**src/rtl/pico_bus_pkg.sv**
```systemverilog
// pico_bus_pkg: shared PicoMem bus types and constants
package pico_bus_pkg;
  typedef enum logic [1:0] {IDLE, BUS, RESP} state_t;
  localparam logic [3:0] PICO_RD_SEL = 4'b1111;
  localparam logic [31:0] PICO_ERR_RDATA = 32'hDEAD_BEEF;
  localparam logic [31:0] PICO_WB_BASE = 32'hC000_0000;
endpackage

```
**src/rtl/pico_wb_bridge_if.sv**
```systemverilog
// pico_wb_bridge_if: PicoMem responder side and Wishbone initiator side signals
interface pico_wb_bridge_if;
  logic mem_s_valid;
  logic mem_s_ready;
  logic [31:0] mem_s_addr;
  logic [31:0] mem_s_wdata;
  logic [3:0] mem_s_wstrb;
  logic [31:0] mem_s_rdata;
  logic wb_cyc_o;
  logic wb_stb_o;
  logic wb_we_o;
  logic [31:0] wb_adr_o;
  logic [31:0] wb_dat_o;
  logic [3:0] wb_sel_o;
  logic [31:0] wb_dat_i;
  logic wb_ack_i;
  logic wb_err_i;
  modport slave (
    input mem_s_valid, mem_s_addr, mem_s_wdata, mem_s_wstrb, wb_dat_i, wb_ack_i, wb_err_i,
    output mem_s_ready, mem_s_rdata, wb_cyc_o, wb_stb_o, wb_we_o, wb_adr_o, wb_dat_o, wb_sel_o
  );
  modport master (
    output mem_s_valid, mem_s_addr, mem_s_wdata, mem_s_wstrb, wb_dat_i, wb_ack_i, wb_err_i,
    input mem_s_ready, mem_s_rdata, wb_cyc_o, wb_stb_o, wb_we_o, wb_adr_o, wb_dat_o, wb_sel_o
  );
endinterface

```
**src/rtl/pico_wb_err_log.sv**
```systemverilog
// pico_wb_err_log: sticky record of the first failing access, clearable
module pico_wb_err_log (
  input logic clk,
  input logic reset,
  input logic log_en,
  input logic log_timeout,
  input logic [31:0] log_addr,
  input logic clr,
  output logic sticky,
  output logic timeout,
  output logic [31:0] addr
);
  // capture only into an empty record; a new error beats a same-cycle clear
  always_ff @(posedge clk or posedge reset)
    if (reset) begin
      sticky <= 1'b0;
      timeout <= 1'b0;
      addr <= '0;
    end else if (log_en && (!sticky || clr)) begin
      sticky <= 1'b1;
      timeout <= log_timeout;
      addr <= log_addr;
    end else if (clr) begin
      sticky <= 1'b0;
      timeout <= 1'b0;
      addr <= '0;
    end
endmodule

```
**src/rtl/pico_wb_bridge.sv**
```systemverilog
// pico_wb_bridge: PicoMem responder turning each transfer into one classic Wishbone cycle
module pico_wb_bridge
  import pico_bus_pkg::*;
#(
  parameter int unsigned TIMEOUT_CYCLES = 255,
  parameter logic [31:0] ERR_RDATA = PICO_ERR_RDATA,
  parameter logic [31:0] ADDR_MASK = 32'h3FFF_FFFC
) (
  input logic clk,
  input logic reset,
  pico_wb_bridge_if.slave bus,
  input logic err_clr,
  output logic err_sticky,
  output logic err_timeout,
  output logic [31:0] err_addr
);
  state_t state;
  logic [15:0] cnt;
  logic [31:0] req_addr;
  logic got_err, got_ack, got_to, fail;
  // bus termination decode, err beats ack beats timeout
  always_comb begin
    got_err = state == BUS && bus.wb_err_i;
    got_ack = state == BUS && bus.wb_ack_i && !bus.wb_err_i;
    got_to = state == BUS && !bus.wb_ack_i && !bus.wb_err_i && cnt == 16'(TIMEOUT_CYCLES - 1);
    fail = got_err || got_to;
  end
  // request/response FSM with all bus outputs registered
  always_ff @(posedge clk or posedge reset)
    if (reset) begin
      state <= IDLE;
      cnt <= '0;
      req_addr <= '0;
      bus.wb_cyc_o <= 1'b0;
      bus.wb_stb_o <= 1'b0;
      bus.wb_we_o <= 1'b0;
      bus.wb_adr_o <= '0;
      bus.wb_dat_o <= '0;
      bus.wb_sel_o <= '0;
      bus.mem_s_ready <= 1'b0;
      bus.mem_s_rdata <= '0;
    end else begin
      case (state)
        IDLE: if (bus.mem_s_valid) begin
          req_addr <= bus.mem_s_addr;
          bus.wb_adr_o <= bus.mem_s_addr & ADDR_MASK;
          bus.wb_dat_o <= bus.mem_s_wdata;
          bus.wb_we_o <= |bus.mem_s_wstrb;
          bus.wb_sel_o <= |bus.mem_s_wstrb ? bus.mem_s_wstrb : PICO_RD_SEL;
          bus.wb_cyc_o <= 1'b1;
          bus.wb_stb_o <= 1'b1;
          cnt <= '0;
          state <= BUS;
        end
        BUS: begin
          cnt <= cnt + 16'd1;
          if (fail || got_ack) begin
            bus.wb_cyc_o <= 1'b0;
            bus.wb_stb_o <= 1'b0;
            bus.mem_s_ready <= 1'b1;
            bus.mem_s_rdata <= fail ? ERR_RDATA : bus.wb_we_o ? 32'h0 : bus.wb_dat_i;
            state <= RESP;
          end
        end
        RESP: begin
          bus.mem_s_ready <= 1'b0;
          bus.mem_s_rdata <= '0;
          state <= IDLE;
        end
        default: state <= IDLE;
      endcase
    end
  pico_wb_err_log u_log (
    .clk(clk),
    .reset(reset),
    .log_en(fail),
    .log_timeout(got_to),
    .log_addr(req_addr),
    .clr(err_clr),
    .sticky(err_sticky),
    .timeout(err_timeout),
    .addr(err_addr)
  );
endmodule

```
**src/flat_wrapper.sv**
```systemverilog
// flat-port wrapper written by rule: the top's interface ports become plain ports
module pico_wb_bridge_flat import pico_bus_pkg::*;
#(
  parameter int unsigned TIMEOUT_CYCLES = 255,
  parameter logic [31:0] ERR_RDATA = PICO_ERR_RDATA,
  parameter logic [31:0] ADDR_MASK = 32'h3FFF_FFFC
)
  (clk, reset, err_clr, err_sticky, err_timeout, err_addr, bus_mem_s_valid, bus_mem_s_addr, bus_mem_s_wdata, bus_mem_s_wstrb, bus_wb_dat_i, bus_wb_ack_i, bus_wb_err_i, bus_mem_s_ready, bus_mem_s_rdata, bus_wb_cyc_o, bus_wb_stb_o, bus_wb_we_o, bus_wb_adr_o, bus_wb_dat_o, bus_wb_sel_o);
  pico_wb_bridge_if bus_i ();
  input logic clk;
  input logic reset;
  input logic err_clr;
  output logic err_sticky;
  output logic err_timeout;
  output logic [31:0] err_addr;
  input wire logic [$bits(bus_i.mem_s_valid)-1:0] bus_mem_s_valid;
  input wire logic [$bits(bus_i.mem_s_addr)-1:0] bus_mem_s_addr;
  input wire logic [$bits(bus_i.mem_s_wdata)-1:0] bus_mem_s_wdata;
  input wire logic [$bits(bus_i.mem_s_wstrb)-1:0] bus_mem_s_wstrb;
  input wire logic [$bits(bus_i.wb_dat_i)-1:0] bus_wb_dat_i;
  input wire logic [$bits(bus_i.wb_ack_i)-1:0] bus_wb_ack_i;
  input wire logic [$bits(bus_i.wb_err_i)-1:0] bus_wb_err_i;
  output wire logic [$bits(bus_i.mem_s_ready)-1:0] bus_mem_s_ready;
  output wire logic [$bits(bus_i.mem_s_rdata)-1:0] bus_mem_s_rdata;
  output wire logic [$bits(bus_i.wb_cyc_o)-1:0] bus_wb_cyc_o;
  output wire logic [$bits(bus_i.wb_stb_o)-1:0] bus_wb_stb_o;
  output wire logic [$bits(bus_i.wb_we_o)-1:0] bus_wb_we_o;
  output wire logic [$bits(bus_i.wb_adr_o)-1:0] bus_wb_adr_o;
  output wire logic [$bits(bus_i.wb_dat_o)-1:0] bus_wb_dat_o;
  output wire logic [$bits(bus_i.wb_sel_o)-1:0] bus_wb_sel_o;
  assign bus_i.mem_s_valid = bus_mem_s_valid;
  assign bus_i.mem_s_addr = bus_mem_s_addr;
  assign bus_i.mem_s_wdata = bus_mem_s_wdata;
  assign bus_i.mem_s_wstrb = bus_mem_s_wstrb;
  assign bus_i.wb_dat_i = bus_wb_dat_i;
  assign bus_i.wb_ack_i = bus_wb_ack_i;
  assign bus_i.wb_err_i = bus_wb_err_i;
  assign bus_mem_s_ready = bus_i.mem_s_ready;
  assign bus_mem_s_rdata = bus_i.mem_s_rdata;
  assign bus_wb_cyc_o = bus_i.wb_cyc_o;
  assign bus_wb_stb_o = bus_i.wb_stb_o;
  assign bus_wb_we_o = bus_i.wb_we_o;
  assign bus_wb_adr_o = bus_i.wb_adr_o;
  assign bus_wb_dat_o = bus_i.wb_dat_o;
  assign bus_wb_sel_o = bus_i.wb_sel_o;
  pico_wb_bridge #(.TIMEOUT_CYCLES(TIMEOUT_CYCLES), .ERR_RDATA(ERR_RDATA), .ADDR_MASK(ADDR_MASK)) u_core (.clk(clk), .reset(reset), .bus(bus_i), .err_clr(err_clr), .err_sticky(err_sticky), .err_timeout(err_timeout), .err_addr(err_addr));
endmodule
```
**config.mk**
```make
export PLATFORM = sky130hd
export DESIGN_NAME = pico_wb_bridge_flat
export DESIGN_NICKNAME = d
export VERILOG_FILES = /design/src/rtl/pico_bus_pkg.sv /design/src/rtl/pico_wb_bridge_if.sv /design/src/rtl/pico_wb_err_log.sv /design/src/rtl/pico_wb_bridge.sv /design/src/flat_wrapper.sv
export SDC_FILE = /design/constraint.sdc
export NUM_CORES = 1
export LEC_CHECK = 0
export BUFFER_PORTS_ARGS = -buffer_cell sky130_fd_sc_hd__buf_2
export CAP_MARGIN = 20
export CORE_UTILIZATION = 46
export DETAILED_ROUTE_END_ITERATION = 10
export MAX_ROUTING_LAYER = met4
export PLACE_DENSITY = 0.77
export SETUP_SLACK_MARGIN = 0.4
export SKIP_LAST_GASP = 1
export SLEW_MARGIN = 20
export SYNTH_ARGS = -nofsm -noshare
export SYNTH_HDL_FRONTEND = slang
export SYNTH_HIERARCHICAL = 1
export SYNTH_SLANG_ARGS = --single-unit
```
**constraint.sdc**
```tcl
create_clock -name clk -period 3.8 [get_ports clk]
set_input_delay 0.38 -clock clk [delete_from_list [all_inputs] [get_ports clk]]
set_output_delay 0.38 -clock clk [all_outputs]
set_load 0.005 [all_outputs]
```
* Yosys cells after proc, flatten, opt, wreduce, memory -nomap -nowiden *
Cells that the tools add are included.

word-level totals
  register bits after elaboration = 183
  output and inout port bits = 138
  input port bits = 106
  word-level logic and storage cells = 62

operators by class
  reduce and logical (&&, ||, !) cells = 23
  equality and inequality tests = 5
  mux-type cells = 20
  add/subtract/negate cells = 1

operators with widths
  kind                                                              number
  32-bit 2-to-1 mux                                                 5
  32-bit one-hot mux with 2 select lines                            1
  16-bit one-hot mux with 2 select lines                            1
  16-bit by 1-bit adder with 16-bit output, second input constant   1
  16-bit by 8-bit == test with 1-bit output, second input constant  1
  16-bit 2-to-1 mux                                                 1
  2-bit AND reduction                                               4
  1-bit logical AND                                                 7
  1-bit 2-to-1 mux                                                  6
  2-bit nonzero test                                                3
  2-bit 2-to-1 mux                                                  2
  4-bit 2-to-1 mux                                                  1
  2-bit inequality test, second input constant                      2
  1-bit one-hot mux with 2 select lines                             2
  2-bit one-hot mux with 2 select lines                             1
  4-bit OR reduction                                                1
  1-bit logical NOT                                                 3
  1-bit logical OR                                                  3
  3-bit AND reduction                                               1
  2-bit by 1-bit == test with 1-bit output, second input constant   1
  2-bit == test, second input constant                              1
  2-bit logical NOT                                                 1

* Longest topological paths before layout *
  word-level depth = 8
  mapped depth = 12
  depth with buffers taken out = 8

* Cells and area by module *
The synthesis kept the hierarchy.

modules (own cells, without submodules)
  module           cells an instance  area each (um^2)  seq. area each (um^2)  times used
  pico_wb_bridge   639                5639.2            3027.9                 1
  pico_wb_err_log  153                1757.9            850.8                  1

* Worst setup path after synthesis *
Ideal clock, no wire load.

  path kind = reg-to-reg
  from = register u_core.cnt[0]
  to = register u_core.u_log.addr[0]
  cell stages (with the launch flop) = 13
  path buffers = 4
  required time = 3.705 ns
  path slack = 1.856 ns
  period minus slack after synthesis = 1.944 ns
  arrival = 1.848 ns
  library setup time = 0.095 ns
  path through = dfrtp_1 -> inv_1 -> ha_1 -> and3_1 -> nand4_2 -> buf_6 -> nor2_1 -> o21a_1 -> buf_6 -> nor2b_4 -> buf_6 -> buf_6 -> o32ai_2

between the ends
  word-level cells in the longest chain between the ends = 5
  elaborated cells on any way between the ends = 6
  classes of those cells = 1 x eq/ne; 1 x mux; 4 x reduce/logical

ends and longest elaborated chain
  item                                                            RTL line               source
  start: declaration                                              pico_wb_bridge.sv:18   logic [15:0] cnt;
  start signal: assignment                                        pico_wb_bridge.sv:56   cnt <= cnt + 16'd1;
  16-bit by 8-bit == test with 1-bit output *                     pico_wb_bridge.sv:25   got_to = state == BUS && !bus.wb_ack_i && !bus.wb_err_i && cnt == 16'(TIMEOUT_CYCLES - 1);
  1-bit logical AND *                                             pico_wb_bridge.sv:25
  1-bit logical OR *                                              pico_wb_bridge.sv:26   fail = got_err || got_to;
  via u_core.fail                                                 pico_wb_bridge.sv:20   logic got_err, got_ack, got_to, fail;
  1-bit logical AND *                                             pico_wb_err_log.sv:19  end else if (log_en && (!sticky || clr)) begin
  32-bit 2-to-1 mux / 2-bit nonzero test (equally long branches)  --
  end signal: assignment                                          pico_wb_err_log.sv:22  addr <= log_addr;
  end: declaration                                                pico_wb_err_log.sv:11  output logic [31:0] addr

Mark *: on every way through the listed nets, which the timed path passes. The rest lies on a longest branch.
A chain may end at the register's enable or synchronous reset.

* Final worst setup path *
  from = register u_core.cnt[12]
  to = register u_core.u_log.addr[3]

The elaborated chain is that of the path after synthesis.

==> results.cfg <==
[run_status]
status = complete, no violations

[yosys]
netlist_instances = 792
seq_area_frac_synth_pct = 52.4
synth_common_cells = nand2_1 (290), dfrtp_1 (155), inv_1 (61)
synth_top_area_cell = dfrtp_1
synth_top_area_share_pct = 52.4
synth-edff-count = 0
netlist_top_cells_area = dfrtp_1 (52%), nand2_1 (15%), o32ai_2 (6.6%)
synth_area_um2 = 7400
synthFlopType = dfrtp_1
syn_avg_cell_area_um2 = 9.34
synth.most_common_cell = nand2_1
ys_types = 40
synth_seq_cells = 155
yosys_warnings = 6
ys_async_sr_fraction_pct = 100

[cts]
cts_resized = 0
clock-sinks = 155
ctsLongestPathBuffers = 2
cts_tree = done
numCtsBuffers = 17
insertion_delay_ns = 0.42
cts_max_level = 4
cts.root.buffer_cell = clkbuf_16
hold_buffers = 0
cts_setup_buffers = 0
clkSlewWorstSetupHoldPaths_ns = 0.06

[pwr]
p_sw_mw = 2.43
peakVddDrop_uv = 327
power.density_nw_per_um2 = 740
p_total_mw = 6.71
p_sw_share_pct = 36.3
seq_power_share_pct = 40.1
clkPwrFrac_pct = 25.4
pwr-share-comb_pct = 34.5
p_int_mw = 4.28
power_leakage_nw = 4.86

[die]
start_util_pct = 47.9
ioPinCount = 244
die_y_um = 129
dieArea_um2 = 16600
dieWidth_um = 129
core_area_um2 = 15400
row_count = 45

[drt]
via_per_inst = 5.02
first_iter_violations = 351
drt_wl_total_um = 18000
drc = 0
antenna_left = 0
wl_per_cell_um = 15.0
dr_total_vias = 6039
drtPass1Iterations = 5

[final_layout]
final_cells = 1203
nFillCells = 1377
drive_above_1_share_pct = 34.2
fin_util_pct = 58.8
nets = 1089
diodes = 0
area_growth_pct = 22.6

[worst_setup_path]
crit_start = u_core/cnt[12]
worstReg2RegEnd = u_core/u_log/addr[3]
cp.arrival_ns = 2.74
setup.worst_path.end_class = register
worst-path-buf-inv = 2
required_ns = 4.05
cpPeakStageDelay_ns = 0.46
r2r-start = u_core/cnt[12]
path_class = register to register
cp_slowest_cell = buf_4
path_cells = nor4_1 -> nand4_2 -> nor2_1 -> o21a_1 -> buf_4 -> nor2b_4 -> buf_4 -> o32ai_2
crit_top_cell = buf_4
cp_max_fo = 35
cp_top_family = simple AND/OR/NAND/NOR gates
ff2ff_path_depth = 8
ff2ff_setup_slack_ns = 1.31
worstSetupStartpointType = register

[placed_design]
dp.final_hpwl_um = 12100
placement.io_buffers = 239
place_inst = 1173
gp_congestion = 0.747

[sta]
fin_setup_tns_ns = 0
fin_crit_ns = 2.49
holdWs_ns = 0.0989
slew_headroom_pct = 35.4
tightest_slew_ns = 0.969
timing.fmax_mhz = 402
hold_violations = 0
period_share_pct = 65.5
fin_skew_ns = 0.0130
rsz0062_at_grt = false
finalSetupViolCount = 0
slew_viol_final = 0

[job]
maxCapViolations = 0

[worst_hold_path]
hp-class = input port to asynchronous set/reset pin

[grt]
grt_pass1_wl_um = 28700
grt_pass1_vias = 5775
grt_overflow = 0
grt_usage_pct = 22.9
grt_max_degree = 122
antenna_found_initial = 0
## cell type report
cell class	count	area, um^2	share of cell area (%)
Clock inverter	10	141	1.56
Clock buffer	20	457	5.03
Tap cell	211	264	2.91
Sequential cell	155	3880	42.8
Inverter	61	233	2.57
Multi-Input combinational cell	494	2790	30.8
Timing Repair Buffer	252	1310	14.4
## power by group through the flow
stage               clock network (mW)  logic (mW)  registers, mW
CTS                               1.75        2.34           2.70
detailed placement                   0        2.34           2.71
global placement                     0        2.26           2.70
floorplan                            0        1.57           2.65
finish                            1.70        2.31           2.69
global route                      1.82        2.61           2.77
## per-layer routing
metal / GRT usage [%] / routed length (um) / share of wire [%]
met4: 7.89 / 282 / 1.6
met3: 5.36 / 1220 / 6.8
met2: 35.7 / 8600 / 48
met1: 29.3 / 7880 / 44
met5: - / 0 / 0
## cells in the final DEF (no fill, tap or decap), drive strengths merged, types with 3 or more instances in the layout
| master | n |
|---|---|
| o21ai | 30 |
| clkbuf | 20 |
| nor4 | 3 |
| and2 | 3 |
| dfrtp | 155 |
| a22o | 8 |
| nand4 | 5 |
| buf | 252 |
| nor2 | 17 |
| o32ai | 33 |
| clkinvlp | 3 |
| nand3 | 32 |
| nor2b | 4 |
| nor3 | 9 |
| clkinv | 3 |
| o211ai | 26 |
| and3 | 5 |
| conb | 4 |
| mux2i | 8 |
| bufinv | 3 |
| nand2 | 290 |
| inv | 62 |
## worst register-to-register path, delay by kind of cell (launching register included)
family / cells / cell delay (ns)
AOI/OAI and AO/OA: 2 / 0.27
buffers and inverters: 2 / 0.79
DFF: 1 / 0.41
and+or+nand+nor: 4 / 0.86
## flip-flops by register name, indices dropped and copies added, names as in the netlist
register                cells
u_core/bus.mem_s_rdata     32
u_core/req_addr            32
u_core/bus.mem_s_ready      1
u_core/u_log/addr          32
u_core/bus.wb_stb_o         1
u_core/state                2
u_core/bus.wb_dat_o        32
u_core/u_log/timeout        1
u_core/bus.wb_sel_o         4
u_core/u_log/sticky         1
u_core/cnt                 16
u_core/bus.wb_we_o          1
## metrics by stage
step | area (um^2) | worst slack [ns]
CTS | 9070 | 1.33
global route | 9070 | 1.14
detailed placement | 8470 | 1.33
global placement | 8470 | 1.34
floorplan | 7410 | 1.86
finish | 9070 | 1.31
## cell families (layout without fill, tap and decap cells)
logic type                 after synthesis  count (layout)  synth area share (%)
and+or+nand+nor                        373             373                  21.0
DFF                                    155             155                  52.4
buffers and inverters                  146             343                  10.3
AOI/OAI and AO/OA                      103             103                  14.3
muxes                                    8               8                  1.08
xor gates and xnor gates                 4               4                 0.474
adders and majority gates                2               2                 0.338
other                                    1               4                0.0507
## how the worst max path moves through the flow
stage / to / slack (ns) / cells after the start
after floorplan: u_core/u_log/addr[0] / 1.86 / 12
after global placement: u_core/u_log/addr[5] / 1.34 / 8
after detailed placement: u_core/u_log/addr[3] / 1.33 / 8
after CTS: u_core/u_log/addr[3] / 1.33 / 8
after global routing: u_core/u_log/addr[4] / 1.14 / 8
final: u_core/u_log/addr[3] / 1.31 / 8
Power figures use the tool's default switching activity.
